[config.mk]
export PLATFORM = sky130hd
export DESIGN_NAME = booth_sequencer
export DESIGN_NICKNAME = d
export VERILOG_FILES = /design/src/rtl/booth_pkg.sv /design/src/rtl/iter_counter.sv /design/src/rtl/booth_sequencer.sv
export SDC_FILE = /design/constraint.sdc
export NUM_CORES = 1
export LEC_CHECK = 0
export ABC_AREA = 1
export BUFFER_PORTS_ARGS = -buffer_cell sky130_fd_sc_hd__buf_4
export CAP_MARGIN = 0
export CELL_PAD_IN_SITES_DETAIL_PLACEMENT = 1
export CELL_PAD_IN_SITES_GLOBAL_PLACEMENT = 1
export CORE_MARGIN = 4
export CORE_UTILIZATION = 31
export DETAILED_ROUTE_END_ITERATION = 8
export HOLD_SLACK_MARGIN = 0.06
export PLACE_DENSITY = 0.7
export SYNTH_ARGS = -nofsm -noshare
export SYNTH_HDL_FRONTEND = slang
export SYNTH_SLANG_ARGS = --single-unit
[constraint.sdc]
create_clock -name clk -period 2.22 [get_ports clk]
set_input_delay 0.222 -clock clk [delete_from_list [all_inputs] [get_ports clk]]
set_output_delay 0.222 -clock clk [all_outputs]
set_load 0.02 [all_outputs]
[src/rtl/booth_pkg.sv]
// Shared types for the radix-2 Booth multiplier sequencer.
//   booth_state_t : controller states
//   booth_op_t    : datapath operation selected by the Booth pair bits
//   booth_decode  : maps {P[0], appended bit} to the add/sub/none operation
package booth_pkg;

  typedef enum logic [2:0] {
    IDLE,
    LOAD,
    EVAL,
    SHIFT,
    DONE
  } booth_state_t;

  typedef enum logic [1:0] {
    OP_NONE,
    OP_ADD,
    OP_SUB
  } booth_op_t;

  // 01 ends a run of ones (add multiplicand), 10 starts one (subtract),
  // 00 and 11 sit inside a run and need no arithmetic.
  function automatic booth_op_t booth_decode(input logic [1:0] pair);
    booth_op_t op;
    case (pair)
      2'b01:   op = OP_ADD;
      2'b10:   op = OP_SUB;
      default: op = OP_NONE;
    endcase
    return op;
  endfunction

endpackage

[src/rtl/iter_counter.sv]
// Booth iteration counter.
//   clk   : clock
//   reset : synchronous active-high reset, clears the count
//   clr   : synchronous clear (wins over inc)
//   inc   : advance by one; saturates at WORD_LENGTH-1
//   iter  : completed-iteration count
//   last  : high while the count equals WORD_LENGTH-1
module iter_counter #(
  parameter  int WORD_LENGTH = 16,
  localparam int CNT_W       = $clog2(WORD_LENGTH + 1)
) (
  input  logic             clk,
  input  logic             reset,
  input  logic             clr,
  input  logic             inc,
  output logic [CNT_W-1:0] iter,
  output logic             last
);

  logic [CNT_W-1:0] iter_d;
  logic [CNT_W-1:0] iter_q;

  assign last = (iter_q == CNT_W'(WORD_LENGTH - 1));
  assign iter = iter_q;

  // NOTE: every always_comb target gets a default first so no path leaves it
  // unassigned; otherwise synthesis infers a latch.
  always_comb begin
    iter_d = iter_q;
    if (clr) begin
      iter_d = '0;
    end else if (inc && !last) begin
      iter_d = iter_q + CNT_W'(1);
    end
  end

  // NOTE: flops use non-blocking assignments so every register samples the
  // pre-edge values of the others; blocking here would create ordering races.
  always_ff @(posedge clk) begin
    if (reset) begin
      iter_q <= '0;
    end else begin
      iter_q <= iter_d;
    end
  end

endmodule

[src/rtl/booth_sequencer.sv]
// Controller for a radix-2 Booth multiplier datapath (A/S/P registers, adder,
// shifter). One load, WORD_LENGTH evaluate/shift pairs, then a result strobe.
//   clk, reset : clock, synchronous active-high reset
//   start      : request a multiply (accepted in IDLE and DONE)
//   abort      : cancel a run in progress; beats start
//   booth_pair : P[1:0] from the datapath, looked at only in EVAL
//   ld_en      : load A/S/P initial values
//   add_en     : P <= P + A
//   sub_en     : P <= P + S
//   shift_en   : arithmetic right shift of P
//   res_we     : capture product into result register
//   busy       : run in progress (LOAD/EVAL/SHIFT)
//   ready      : one-cycle product-valid pulse
//   iter       : completed-iteration count
module booth_sequencer
  import booth_pkg::*;
#(
  parameter  int WORD_LENGTH = 16,
  localparam int CNT_W       = $clog2(WORD_LENGTH + 1)
) (
  input  logic             clk,
  input  logic             reset,
  input  logic             start,
  input  logic             abort,
  input  logic [1:0]       booth_pair,
  output logic             ld_en,
  output logic             add_en,
  output logic             sub_en,
  output logic             shift_en,
  output logic             res_we,
  output logic             busy,
  output logic             ready,
  output logic [CNT_W-1:0] iter
);

  booth_state_t state_d;
  booth_state_t state_q;
  booth_op_t    op;
  logic         iter_last;
  logic         iter_clr;
  logic         iter_inc;

  always_comb begin
    state_d = state_q;
    case (state_q)
      IDLE:    if (start && !abort) state_d = LOAD;
      LOAD:    state_d = abort ? IDLE : EVAL;
      EVAL:    state_d = abort ? IDLE : SHIFT;
      SHIFT: begin
        if (abort)          state_d = IDLE;
        else if (iter_last) state_d = DONE;
        else                state_d = EVAL;
      end
      // ready/res_we still fire this cycle even if abort is high.
      DONE:    state_d = (start && !abort) ? LOAD : IDLE;
      default: state_d = IDLE;
    endcase
  end

  always_ff @(posedge clk) begin
    if (reset) begin
      state_q <= IDLE;
    end else begin
      state_q <= state_d;
    end
  end

  // Clearing on the way into IDLE makes iter read 0 in every IDLE cycle,
  // including straight after an abort or a finished run. In DONE->LOAD the
  // count holds through LOAD and clears for the first EVAL.
  assign iter_clr = (state_q == LOAD) || (state_d == IDLE);
  assign iter_inc = (state_q == SHIFT);

  iter_counter #(
    .WORD_LENGTH(WORD_LENGTH)
  ) u_iter_counter (
    .clk  (clk),
    .reset(reset),
    .clr  (iter_clr),
    .inc  (iter_inc),
    .iter (iter),
    .last (iter_last)
  );

  assign op = booth_decode(booth_pair);

  always_comb begin
    ld_en    = 1'b0;
    add_en   = 1'b0;
    sub_en   = 1'b0;
    shift_en = 1'b0;
    res_we   = 1'b0;
    busy     = 1'b0;
    ready    = 1'b0;
    case (state_q)
      LOAD: begin
        ld_en = 1'b1;
        busy  = 1'b1;
      end
      EVAL: begin
        busy   = 1'b1;
        add_en = (op == OP_ADD);
        sub_en = (op == OP_SUB);
      end
      SHIFT: begin
        busy     = 1'b1;
        shift_en = 1'b1;
      end
      DONE: begin
        ready  = 1'b1;
        res_we = 1'b1;
      end
      default: ;
    endcase
  end

endmodule

## Word-level counts from Yosys, hierarchy flattened

Cells that the tools add are included.

- Flip-flop bits (word level): 8
- Input bits: 6
- Output and inout port bits: 12
- Logic and storage cells: 35

- Add/subtract/negate cells: 1
- Eq/ne operators: 9
- Muxes and demuxes: 14
- Reduce and logical (&&, ||, !) cells: 9

Operator list:

| kind | number |
|---|---|
| one-hot mux 3 bit (5 select lines) | 1 |
| two-way mux 3 bit | 3 |
| two-way mux 1 bit | 7 |
| equality test 3 x 2 -> 1 bit (second input constant) | 2 |
| logical NOT 3 bit | 2 |
| adder 5 x 1 -> 5 bit (second input constant) | 1 |
| equality test 5 x 4 -> 1 bit (second input constant) | 1 |
| equality test 2 x 1 -> 1 bit (second input constant) | 2 |
| equality test 2 bit (second input constant) | 2 |
| two-way mux 2 bit | 2 |
| one-hot mux 2 bit (2 select lines) | 1 |
| equality test 3 x 1 -> 1 bit (second input constant) | 1 |
| equality test 3 bit (second input constant) | 1 |
| OR reduction 3 bit | 1 |
| logical AND 1 bit | 2 |
| logical NOT 1 bit | 2 |
| OR reduction 2 bit | 1 |
| logical OR 1 bit | 1 |

## Depth between registers and ports, before layout

Gate-level depths: netlist of run 1.

- Depth in word-level cells: 7
- Depth in mapped cells: 9
- Mapped depth without buffers: 9

## Cells and area by module

Synthesis of run 1 repeated with hierarchy kept, for this count alone.

- Cells, all modules: 65
- Area, all modules: 456.7 µm²

By module, submodules not included:

| module | instances | cells an instance | area each (µm²) | sequential area each (µm²) |
|---|---|---|---|---|
| iter_counter | 1 | 34 | 270.3 | 100.1 |
| booth_sequencer | 1 | 31 | 186.4 | 60.1 |

## Worst setup path before layout of run 1

No wires, ideal clock.

- Kind: reg-to-reg
- Start: reg u_iter_counter.iter_q[0], in the netlist u_iter_counter.iter[0]
- End: reg u_iter_counter.iter_q[2], in the netlist u_iter_counter.iter[2]
- Setup time: 117 ps
- Arrival: 1522 ps
- Slack: 582 ps
- Stages on the path, launching flop included: 8
- Path buffers: 0
- Period minus slack after synthesis: 1638 ps
- Cells stage by stage: dfxtp_1 -> ha_1 -> and3_1 -> ha_1 -> nor3_4 -> nand2_1 -> xor2_1 -> nor2_1

- Longest elaborated chain between the ends: 7

RTL lines:

| what | line | source |
|---|---|---|
| start, declared | iter_counter.sv:21 | `logic [CNT_W-1:0] iter_q;` |
| start signal, assigned | iter_counter.sv:43 | `iter_q <= iter_d;` |
| equality test 5 x 4 -> 1 bit | iter_counter.sv:23 | `assign last = (iter_q == CNT_W'(WORD_LENGTH - 1));` |
| two-way mux 3 bit | booth_sequencer.sv:51 | `else if (iter_last) state_d = DONE;` |
| two-way mux 3 bit | booth_sequencer.sv:50 | `if (abort) state_d = IDLE;` |
| one-hot mux 3 bit (5 select lines) | booth_sequencer.sv:45 | `case (state_q)` |
| logical NOT 3 bit | booth_sequencer.sv:71 | `assign iter_clr = (state_q == LOAD) \|\| (state_d == IDLE);` |
| logical OR 1 bit | booth_sequencer.sv:71 |  |
| OR reduction 2 bit (no source line) | -- |  |

Parallel ways exist; a longest one is shown, timed or not.
A chain may end at the register's enable or synchronous reset.

## Final worst setup path of run 1

- Start: reg u_iter_counter.iter_q[0], in the netlist u_iter_counter.iter[0]
- End: reg u_iter_counter.iter_q[3], in the netlist u_iter_counter.iter[3]

Same word-level chain as after synthesis.

==> impl_metrics.json, run 1 <==
{
  "ir_drop_v": 0.0002768,
  "drv_cap": 0,
  "max_slew.worst_pin.slew_ns": 0.2800,
  "dp.cells": 100,
  "coreArea_mm2": 0.001383,
  "grt.met3_usage": 0.04981,
  "rsz0062_at_grt": "no",
  "relSlewSlack": 0.8131,
  "ant_nets": 0,
  "yosys_warnings": 0,
  "avgSynthCellArea_um2": 6.945,
  "drt-pass1-iter-count": 2,
  "utilization": 0.4633,
  "fp-row-count": 13,
  "htreeDepth": 1,
  "fin_setup_tns_ns": 0,
  "dp_slack_ns": 0.5532,
  "p_comb_frac": 0.116,
  "finalCriticalPeriod_ns": 1.648,
  "powerDensity_mw_per_mm2": 460.1,
  "slowest_stage": "dfxtp_1",
  "maxSlewViolCount": 0,
  "numPortBuffers": 17,
  "ioPinCount": 18,
  "design_area_um2": 640.6,
  "syn-cell-area_um2": 479.2,
  "final_cell_mix": "buf_4, nand2_1, nor2_1",
  "tritoncts": "built",
  "synth_cells": 69,
  "top_usage_layer": "met2",
  "cts_resized": 0,
  "final_common_cell": "buf_4",
  "status": "finished clean",
  "hold_viol": 0,
  "p_total_uw": 294.7,
  "drcViolationCount": 0,
  "fp.dieArea_mm2": 0.002239,
  "detail_route.wl_per_cell_um": 11.66,
  "holdWs_ns": 0.1469,
  "layout.nets": 98,
  "multi_input_area_um2": 270.3,
  "viasPerCell": 4.709,
  "use_met2": 0.2406,
  "cts_buffers": 3,
  "nFillCells": 193,
  "drive_gt1_frac": 0.3182,
  "cp.required_ns": 2.42,
  "p_int_uw": 222.7,
  "crit_buf_inv": 0,
  "p_leak_nw": 0.3194,
  "initial_core_util": 0.3466,
  "hp-class": "in -> reg",
  "grt_pass1_wl_mm": 2.063,
  "ff_latch_area_um2": 160.2,
  "syn_to_final_growth_pct": 33.68,
  "path_clk_slew_ns": 0.06,
  "r2r-start": "u_iter_counter.iter[0]$_SDFFE_PP0P_",
  "clock_skew_ns": 0.01104,
  "clk_path_buf_depth": 2,
  "clk_latency_ns": 0.26,
  "grt_max_degree": 7,
  "vias": 485,
  "ys_seq_elements": 8,
  "startpoint": "u_iter_counter.iter[0]$_SDFFE_PP0P_",
  "insertedDiodeCount": 0,
  "layout.cells.non_filler": 103,
  "cts_hold_buf": 0,
  "cpMostUsedCell": "ha_1",
  "die_h_um": 47.32,
  "globalRouteTotalUtil": 0.1364,
  "cts.sinks": 8,
  "antenna_found_initial": 0,
  "power_switching_uw": 72.06,
  "fin_ws_ns": 0.5724,
  "seqPwrFrac": 0.499,
  "fin_crit_sh": 0.7422,
  "arrival_ns": 1.84,
  "clockPowerShare": 0.385,
  "wl_mm": 1.201,
  "hpwl_mm": 1.036,
  "cts_root_buffer": "clkbuf_4",
  "placed_area_um2": 618.1,
  "die_w_um": 47.32,
  "critPathKind": "reg -> reg",
  "first_global_vias": 495,
  "cp_max_fo": 5,
  "postSynthNetCount": 77,
  "setup_viol": 0,
  "post_cts_buffers": 0,
  "hold_start": "reset",
  "synth-seq-area-share": 0.3342,
  "critPathTopFamily": "simple AND/OR/NAND/NOR gates",
  "startpoint_type": "flip-flop",
  "crit_chain": "ha_1 > and3_1 > ha_1 > nor3_4 > nand2_1 > xor2_1 > nor2_1",
  "drtIter0Drc": 3,
  "slowest_delay_ns": 0.34,
  "p_sw_frac": 0.2445,
  "cp-end-kind": "flip-flop",
  "grtUsageMet1": 0.1403,
  "place_congestion": 0.7471,
  "fmax_ghz": 0.6069,
  "synth_cell_type_count": 19,
  "grt_overflow": 0
}
-- registers in the layout, summed over array words and instances (netlist names) --
name and cells:
u_iter_counter.iter 5, state_q 3
-- synth_stat cells --
cell / number / area (µm²)
and3_1: 2 / 12.51
buf_4: 1 / 7.510
dfxtp_1: 8 / 160.2
ha_1: 2 / 25.02
inv_1: 9 / 33.78
inv_2: 2 / 7.510
nand2_1: 15 / 56.30
nand2_2: 2 / 12.51
nand3_1: 2 / 10.01
nand3_2: 1 / 10.01
nor2_1: 15 / 56.30
nor2_2: 1 / 6.260
nor3_1: 2 / 10.01
nor3_4: 1 / 16.27
o21ai_0: 1 / 5.000
o21ai_1: 1 / 5.000
o21bai_4: 1 / 18.77
xnor2_1: 1 / 8.760
xor2_1: 2 / 17.52
-- power groups by stage --
stage	sequential [mW]	clock (mW)	combinational (mW)
floorplan	0.150	0	0.0197
global placement	0.150	0	0.0342
detailed placement	0.150	0	0.0350
CTS	0.147	0.119	0.0350
global route	0.147	0.127	0.0382
finish	0.147	0.114	0.0341
-- metal layers --
layer	routed length [µm]	vias up
met2	610	14
li1	-	252
met1	488	215
met3	76	4
met4	25	0
met5	0	-
-- worst paths after layout --
check | endpoint | slack [ns] | cells past startpoint
worst max-delay path | u_iter_counter.iter[3]$_SDFFE_PP0P_ | 0.57 | 7
worst min-delay path | state_q[2]$_SDFF_PP0_ | 0.15 | 2
worst max register to register | u_iter_counter.iter[3]$_SDFFE_PP0P_ | 0.57 | 7
worst min register to register | u_iter_counter.iter[4]$_SDFFE_PP0P_ | 0.56 | 4
-- worst reg2reg max path: cells and delay by family, from the launching register on --
family / cells / cell delay, ns
AND/OR/NAND/NOR: 4 / 0.66
adder cells (fa/ha/maj): 2 / 0.44
flip-flops: 1 / 0.34
XOR/XNOR: 1 / 0.15
-- area by class of cell --
type | instances | area share
inverter | 11 | 0.06445
tap | 15 | 0.02930
multi-input combinational | 49 | 0.4219
clock buffer | 3 | 0.03516
timing repair buffer | 17 | 0.1992
sequential | 8 | 0.2500
-- cells by family (layout without fill, tap and decap cells) --
| logic type | Yosys count | count (layout) | share of synthesized area |
|---|---|---|---|
| and+or+nand+nor | 41 | 41 | 0.3969 |
| buffers and inverters | 12 | 31 | 0.1018 |
| DFF | 8 | 8 | 0.3342 |
| AOI/OAI and AO/OA | 3 | 3 | 0.06004 |
| xor gates and xnor gates | 3 | 3 | 0.05484 |
| adders and majority gates | 2 | 2 | 0.05221 |
Power figures use the tool's default switching activity.
==> run 2, diff against run 1 <==
Settings changed: CORE_UTILIZATION 31 to 28, PLACE_DENSITY 0.7 to 0.67.
Clock period 2.22 ns to 1.3 ns, I/O delays scaled along.
==> impl_metrics.json, run 2 (synthesized netlist as in run 1, its figures left out) <==
{
  "ff_latch_area_um2": 176.4,
  "hp-class": "in -> reg",
  "critPathTopFamily": "simple AND/OR/NAND/NOR gates",
  "grt_pass1_wl_mm": 2.484,
  "path_clk_slew_ns": 0.06,
  "failed_checks": "setup timing",
  "crit_chain": "ha_4 > and3_4 > ha_4 > nor3_4 > nand2_1 > xor2_1 > nor2_1",
  "clk_latency_ns": 0.27,
  "p_leak_nw": 0.3950,
  "drive_gt1_frac": 0.5825,
  "crit_buf_inv": 0,
  "fin_crit_sh": 1.130,
  "tritoncts": "built",
  "cp_max_fo": 4,
  "drcViolationCount": 0,
  "max_slew.worst_pin.slew_ns": 0.2270,
  "numPortBuffers": 17,
  "slowest_delay_ns": 0.35,
  "status": "finished with violations",
  "worstRegToRegCells": 7,
  "die_w_um": 49.37,
  "r2r-start": "u_iter_counter.iter[1]$_SDFFE_PP0P_",
  "cp.required_ns": 1.46,
  "finalCriticalPeriod_ns": 1.469,
  "wl_mm": 1.525,
  "vias": 537,
  "min_to": "state_q[0]$_SDFF_PP0_",
  "cts_buffers": 3,
  "cpMostUsedCell": "ha_4",
  "antenna_found_initial": 0,
  "coreArea_mm2": 0.001559,
  "grt_overflow": 0,
  "cts_root_buffer": "clkbuf_4",
  "drtIter0Drc": 3,
  "htreeDepth": 1,
  "drv_cap": 0,
  "relSlewSlack": 0.8482,
  "largest_reg_flops": 5,
  "critPathKind": "reg -> reg",
  "fp.dieArea_mm2": 0.002437,
  "fin_ws_ns": -0.1693,
  "nFillCells": 196,
  "utilization": 0.5634,
  "holdWs_ns": 0.1700,
  "dp_slack_ns": -0.1789,
  "syn_to_final_growth_pct": 83.29,
  "ir_drop_v": 0.0005317,
  "maxSlewViolCount": 0,
  "die_h_um": 49.37,
  "slowest_stage": "dfxtp_4",
  "insertedDiodeCount": 0,
  "ioPinCount": 18,
  "hold_start": "abort",
  "clock_skew_ns": 0.007683,
  "cts.sinks": 8,
  "fp-row-count": 14,
  "arrival_ns": 1.63,
  "layout.nets": 112,
  "viasPerCell": 4.513,
  "hold_depth": 4,
  "final_cell_mix": "buf_4, nand2_1, nor2_1",
  "hold_viol": 0,
  "multi_input_area_um2": 354.1,
  "final_common_cell": "buf_4",
  "powerDensity_mw_per_mm2": 613.2,
  "startpoint_type": "flip-flop",
  "globalRouteTotalUtil": 0.1392,
  "fmax_ghz": 0.6806,
  "p_total_uw": 538.6,
  "ant_nets": 0,
  "setup_viol": 7,
  "grt_max_degree": 7,
  "hpwl_mm": 1.083,
  "detail_route.wl_per_cell_um": 12.82,
  "cp-end-kind": "flip-flop",
  "drt-pass1-iter-count": 2,
  "rsz0062_at_grt": "yes",
  "worstReg2RegEnd": "u_iter_counter.iter[3]$_SDFFE_PP0P_",
  "first_global_vias": 556,
  "place_congestion": 0.7835,
  "reg2reg_slack_ns": -0.17,
  "initial_core_util": 0.3074,
  "clk_path_buf_depth": 2
}
==> run 2: cell types whose count changed in the layout (fill, tap and decap cells not counted), moves of 2 or more <==
cell	delta
buf_4	+7
buf_6	+6
nor2_1	-3
dfxtp_1	-5
dfxtp_4	+4
nand2_1	-3
nand2_2	+3
ha_1	-2
nor3_1	-2
ha_4	+2
nor2_4	+2
==> run 2: layer usage <==
metal  global-route usage  wire length, µm  part of all wire  up-vias
met5                    0                0                 0        -
li1                     -                -                 -      277
met1               0.1648              702              0.46      244
met3              0.03976               41             0.027        5
met4               0.1290               61             0.040        0
met2               0.1987              719              0.47       11
==> run 2: layout make-up <==
cell class / count / share of cell area
sequential: 8 / 0.2009
timing repair buffer: 31 / 0.2934
inverter: 11 / 0.04986
clock buffer: 4 / 0.02991
tap: 16 / 0.02279
multi-input combinational: 49 / 0.4031
==> run 2: worst max path at each step <==
stage,startpoint,to,slack [ns],cells after the start
2_1_floorplan,u_iter_counter.iter[1]$_SDFFE_PP0P_,u_iter_counter.iter[2]$_SDFFE_PP0P_,-0.12,7
5_1_grt,u_iter_counter.iter[1]$_SDFFE_PP0P_,u_iter_counter.iter[2]$_SDFFE_PP0P_,-0.28,7
6_report,u_iter_counter.iter[1]$_SDFFE_PP0P_,u_iter_counter.iter[3]$_SDFFE_PP0P_,-0.17,7
3_3_place_gp,u_iter_counter.iter[1]$_SDFFE_PP0P_,u_iter_counter.iter[3]$_SDFFE_PP0P_,-0.14,7
4_1_cts,u_iter_counter.iter[1]$_SDFFE_PP0P_,u_iter_counter.iter[2]$_SDFFE_PP0P_,-0.18,7
3_5_place_dp,u_iter_counter.iter[1]$_SDFFE_PP0P_,u_iter_counter.iter[3]$_SDFFE_PP0P_,-0.18,7
==> run 2: power by group <==
| part | leakage, nW | switching [mW] | total [mW] | internal, mW |
|---|---|---|---|---|
| Sequential | 0.0682 | 0.00495 | 0.245 | 0.240 |
| Clock | 0.0150 | 0.0995 | 0.218 | 0.118 |
| Combinational | 0.312 | 0.0388 | 0.0757 | 0.0370 |
| Total | 0.395 | 0.143 | 0.539 | 0.395 |
==> run 2: timing repair <==
action,in CTS,in global routing
resized for setup,12,13
endpoints found under the hold margin,2,0
buffers inserted,1,3
pin swaps,8,7
setup endpoints to repair,10,12
hold buffers,1,0
==> run 2: tightest hold or removal path: stages <==
cell	delay [ns]
buf_4	0.10
nor2_1	0.04
nand2_1	0.08
nor2_1	0.04
==> run 2: metrics by stage <==
step | instance area, µm² | std cells | TNS [ns]
2_1_floorplan | 521.8 | 69 | -0.4791
3_3_place_gp | 729.5 | 110 | -0.6806
3_5_place_dp | 729.5 | 110 | -0.8411
4_1_cts | 813.3 | 116 | -0.8930
5_1_grt | 878.3 | 119 | -1.766
6_report | 878.3 | 119 | -0.8605
==> run 3, diff against run 2 <==
Settings changed: ABC_AREA 1 to default, CORE_UTILIZATION 28 to 27, PLACE_DENSITY 0.67 to 0.64, TNS_END_PERCENT from default to 100.
==> impl_metrics.json, run 3 <==
{
  "clockPowerShare": 0.378,
  "synth_cells": 48,
  "cts_root_buffer": "clkbuf_4",
  "fin_crit_sh": 1.237,
  "p_int_uw": 382.3,
  "synth_top_area_share": 0.3867,
  "maxSlewViolCount": 0,
  "failed_checks": "setup timing",
  "synthTopCellsByCount": "dfxtp_1, nor2_1, and3_1, inv_1",
  "synth-simple-area-share": 0.3535,
  "relSlewSlack": 0.8541,
  "arrival_ns": 1.79,
  "utilization": 0.5980,
  "grt_pass1_wl_mm": 2.056,
  "layout.nets": 91,
  "numPortBuffers": 17,
  "hold_depth": 3,
  "hpwl_mm": 1.014,
  "yosys_warnings": 0,
  "synth_cell_type_count": 21,
  "fin_ws_ns": -0.3078,
  "clock_skew_ns": 0.005137,
  "globalRouteTotalUtil": 0.1300,
  "slowest_stage": "or3_4",
  "ir_drop_v": 0.0005345,
  "p_comb_frac": 0.134,
  "crit_buf_inv": 0,
  "drt-pass1-iter-count": 2,
  "wl_mm": 1.343,
  "p_leak_nw": 0.3520,
  "cts_buffers": 3,
  "yosys_most_used_dff": "dfxtp_1",
  "synth_area_leaders": "dfxtp_1, and3_1, ha_1, nor2_1, nor4b_1",
  "first_global_vias": 485,
  "power_switching_uw": 120.4,
  "path_clk_slew_ns": 0.06,
  "cts_hold_buf": 0,
  "reg2reg_slack_ns": -0.31,
  "synth_edf_count": 0,
  "synth_top_family_by_area": "simple AND/OR/NAND/NOR gates",
  "worstRegToRegCells": 6,
  "die_h_um": 47.17,
  "ioPinCount": 18,
  "ys_seq_elements": 8,
  "worstReg2RegEnd": "u_iter_counter.iter[2]$_SDFFE_PP0P_",
  "viasPerCell": 5.198,
  "status": "finished with violations",
  "hold_start": "reset",
  "grt_overflow": 0,
  "detail_route.wl_per_cell_um": 13.99,
  "synth_adder_area_share": 0.06042,
  "slowest_delay_ns": 0.39,
  "coreArea_mm2": 0.001366,
  "insertedDiodeCount": 0,
  "powerDensity_mw_per_mm2": 615.2,
  "crit_chain": "ha_4 > and3_4 > ha_4 > nand4bb_4 > or3_4 > a21oi_2",
  "syn-cell-area_um2": 414.1,
  "post-synth-top-count-cell": "dfxtp_1",
  "startpoint_type": "flip-flop",
  "muxShareOfSynthArea": 0,
  "tritoncts": "built",
  "ant_nets": 0,
  "layout.cells.non_filler": 96,
  "hp-class": "in -> reg",
  "fp.dieArea_mm2": 0.002225,
  "cpMostUsedCell": "ha_4",
  "synth_top_area_cell": "dfxtp_1",
  "fin_setup_tns_ns": -1.416,
  "synth-seq-area-share": 0.3867,
  "final_cell_mix": "buf_4, nor2_1, buf_6, dfxtp_1",
  "rsz0062_at_grt": "yes",
  "finalCriticalPeriod_ns": 1.608,
  "largest_reg_flops": 5,
  "drive_gt1_frac": 0.6667,
  "synth_compound_area_frac": 0.1239,
  "htreeDepth": 1,
  "hold_viol": 0,
  "drcViolationCount": 0,
  "place_congestion": 0.7346,
  "holdWs_ns": 0.2129,
  "fp-row-count": 13,
  "fmax_ghz": 0.6220,
  "min_to": "state_q[1]$_SDFF_PP0_",
  "dp_slack_ns": -0.2893,
  "critPathTopFamily": "simple AND/OR/NAND/NOR gates",
  "postSynthNetCount": 56,
  "drtIter0Drc": 3,
  "dp.cells": 90,
  "antenna_found_initial": 0,
  "cp.required_ns": 1.48,
  "final_common_cell": "buf_4",
  "ys_async_sr_fraction": 0,
  "p_sw_frac": 0.2395,
  "seqPwrFrac": 0.488,
  "nFillCells": 160,
  "grt_max_degree": 8,
  "max_slew.worst_pin.slew_ns": 0.2166,
  "vias": 499,
  "die_w_um": 47.17,
  "cp_max_fo": 5,
  "setup_viol": 8,
  "critPathKind": "reg -> reg",
  "clk_latency_ns": 0.25,
  "syn_to_final_growth_pct": 97.28,
  "synth_xor_area_frac": 0.02115,
  "clk_path_buf_depth": 2,
  "initial_core_util": 0.3031,
  "r2r-start": "u_iter_counter.iter[1]$_SDFFE_PP0P_",
  "cts.sinks": 8,
  "avgSynthCellArea_um2": 8.628,
  "cp-end-kind": "flip-flop",
  "drv_cap": 0
}
==> run 3: changes by cell type in the layout (fill, tap and decap cells not counted), sizes merged, moves of 2 or more <==
cell   change
nor4b      +2
or3        +2
a21oi      +3
nor2      -10
nand2     -15
and3       +2
inv        -7
nor3       -2
xor2       -2
==> run 3: metal layers <==
layer  routed length, µm  global-route usage  up-vias
li1                    -                   -      239
met3                  82             0.02682        2
met4                   4             0.03315        0
met1                 493              0.1474      244
met2                 763              0.2439       14
met5                   0                   0        -
==> run 3: what timing repair did <==
item,in CTS,in global routing
pin swaps,2,1
gates cloned,0,0
endpoints found under the setup margin,8,12
gates resized for setup,3,15
buffers inserted,1,2
==> run 3: worst max-delay path by stage <==
stage	start	end	slack, ns	cells after the start
3_5_place_dp	u_iter_counter.iter[1]$_SDFFE_PP0P_	u_iter_counter.iter[2]$_SDFFE_PP0P_	-0.29	6
3_3_place_gp	u_iter_counter.iter[1]$_SDFFE_PP0P_	u_iter_counter.iter[2]$_SDFFE_PP0P_	-0.24	6
5_1_grt	u_iter_counter.iter[1]$_SDFFE_PP0P_	u_iter_counter.iter[2]$_SDFFE_PP0P_	-0.36	6
2_1_floorplan	u_iter_counter.iter[1]$_SDFFE_PP0P_	u_iter_counter.iter[2]$_SDFFE_PP0P_	-0.26	6
4_1_cts	u_iter_counter.iter[1]$_SDFFE_PP0P_	u_iter_counter.iter[2]$_SDFFE_PP0P_	-0.30	6
6_report	u_iter_counter.iter[1]$_SDFFE_PP0P_	u_iter_counter.iter[2]$_SDFFE_PP0P_	-0.31	6
==> run 3: kinds of logic (layout without fill, tap and decap cells) <==
kind of cell	Yosys count	in the layout
compound gates	8	8
buf+inv	5	38
fa+ha+maj	2	2
simple gates	24	24
xor+xnor	1	1
flops	8	8
==> run 3: power groups by stage <==
stage	sequential, mW	clock [mW]	combinational (mW)
finish	0.245	0.190	0.0673
global route	0.245	0.213	0.0734
CTS	0.245	0.199	0.0550
detailed placement	0.250	0	0.0535
global placement	0.250	0	0.0528
floorplan	0.253	0	0.0208
==> run 3: metrics by stage <==
step	area, µm²	power, mW
after floorplan	480.5	0.2740
after global placement	701.9	0.3028
after detailed placement	701.9	0.3036
after CTS	739.5	0.4990
after global routing	817.0	0.5319
final	817.0	0.5026
==> run 3: final cells by class <==
cell class	count	area, µm²	area share
Timing Repair Buffer	31	247.7	0.3032
Sequential cell	8	170.2	0.2083
Clock buffer	3	22.52	0.02757
Tap cell	15	18.77	0.02297
Inverter	4	15.01	0.01838
Multi-Input combinational cell	35	342.8	0.4196
==> run 3: tightest hold or removal path, stage by stage <==
cell and delay, ns:
buf_4 0.09, nor2_1 0.05, and3_1 0.15
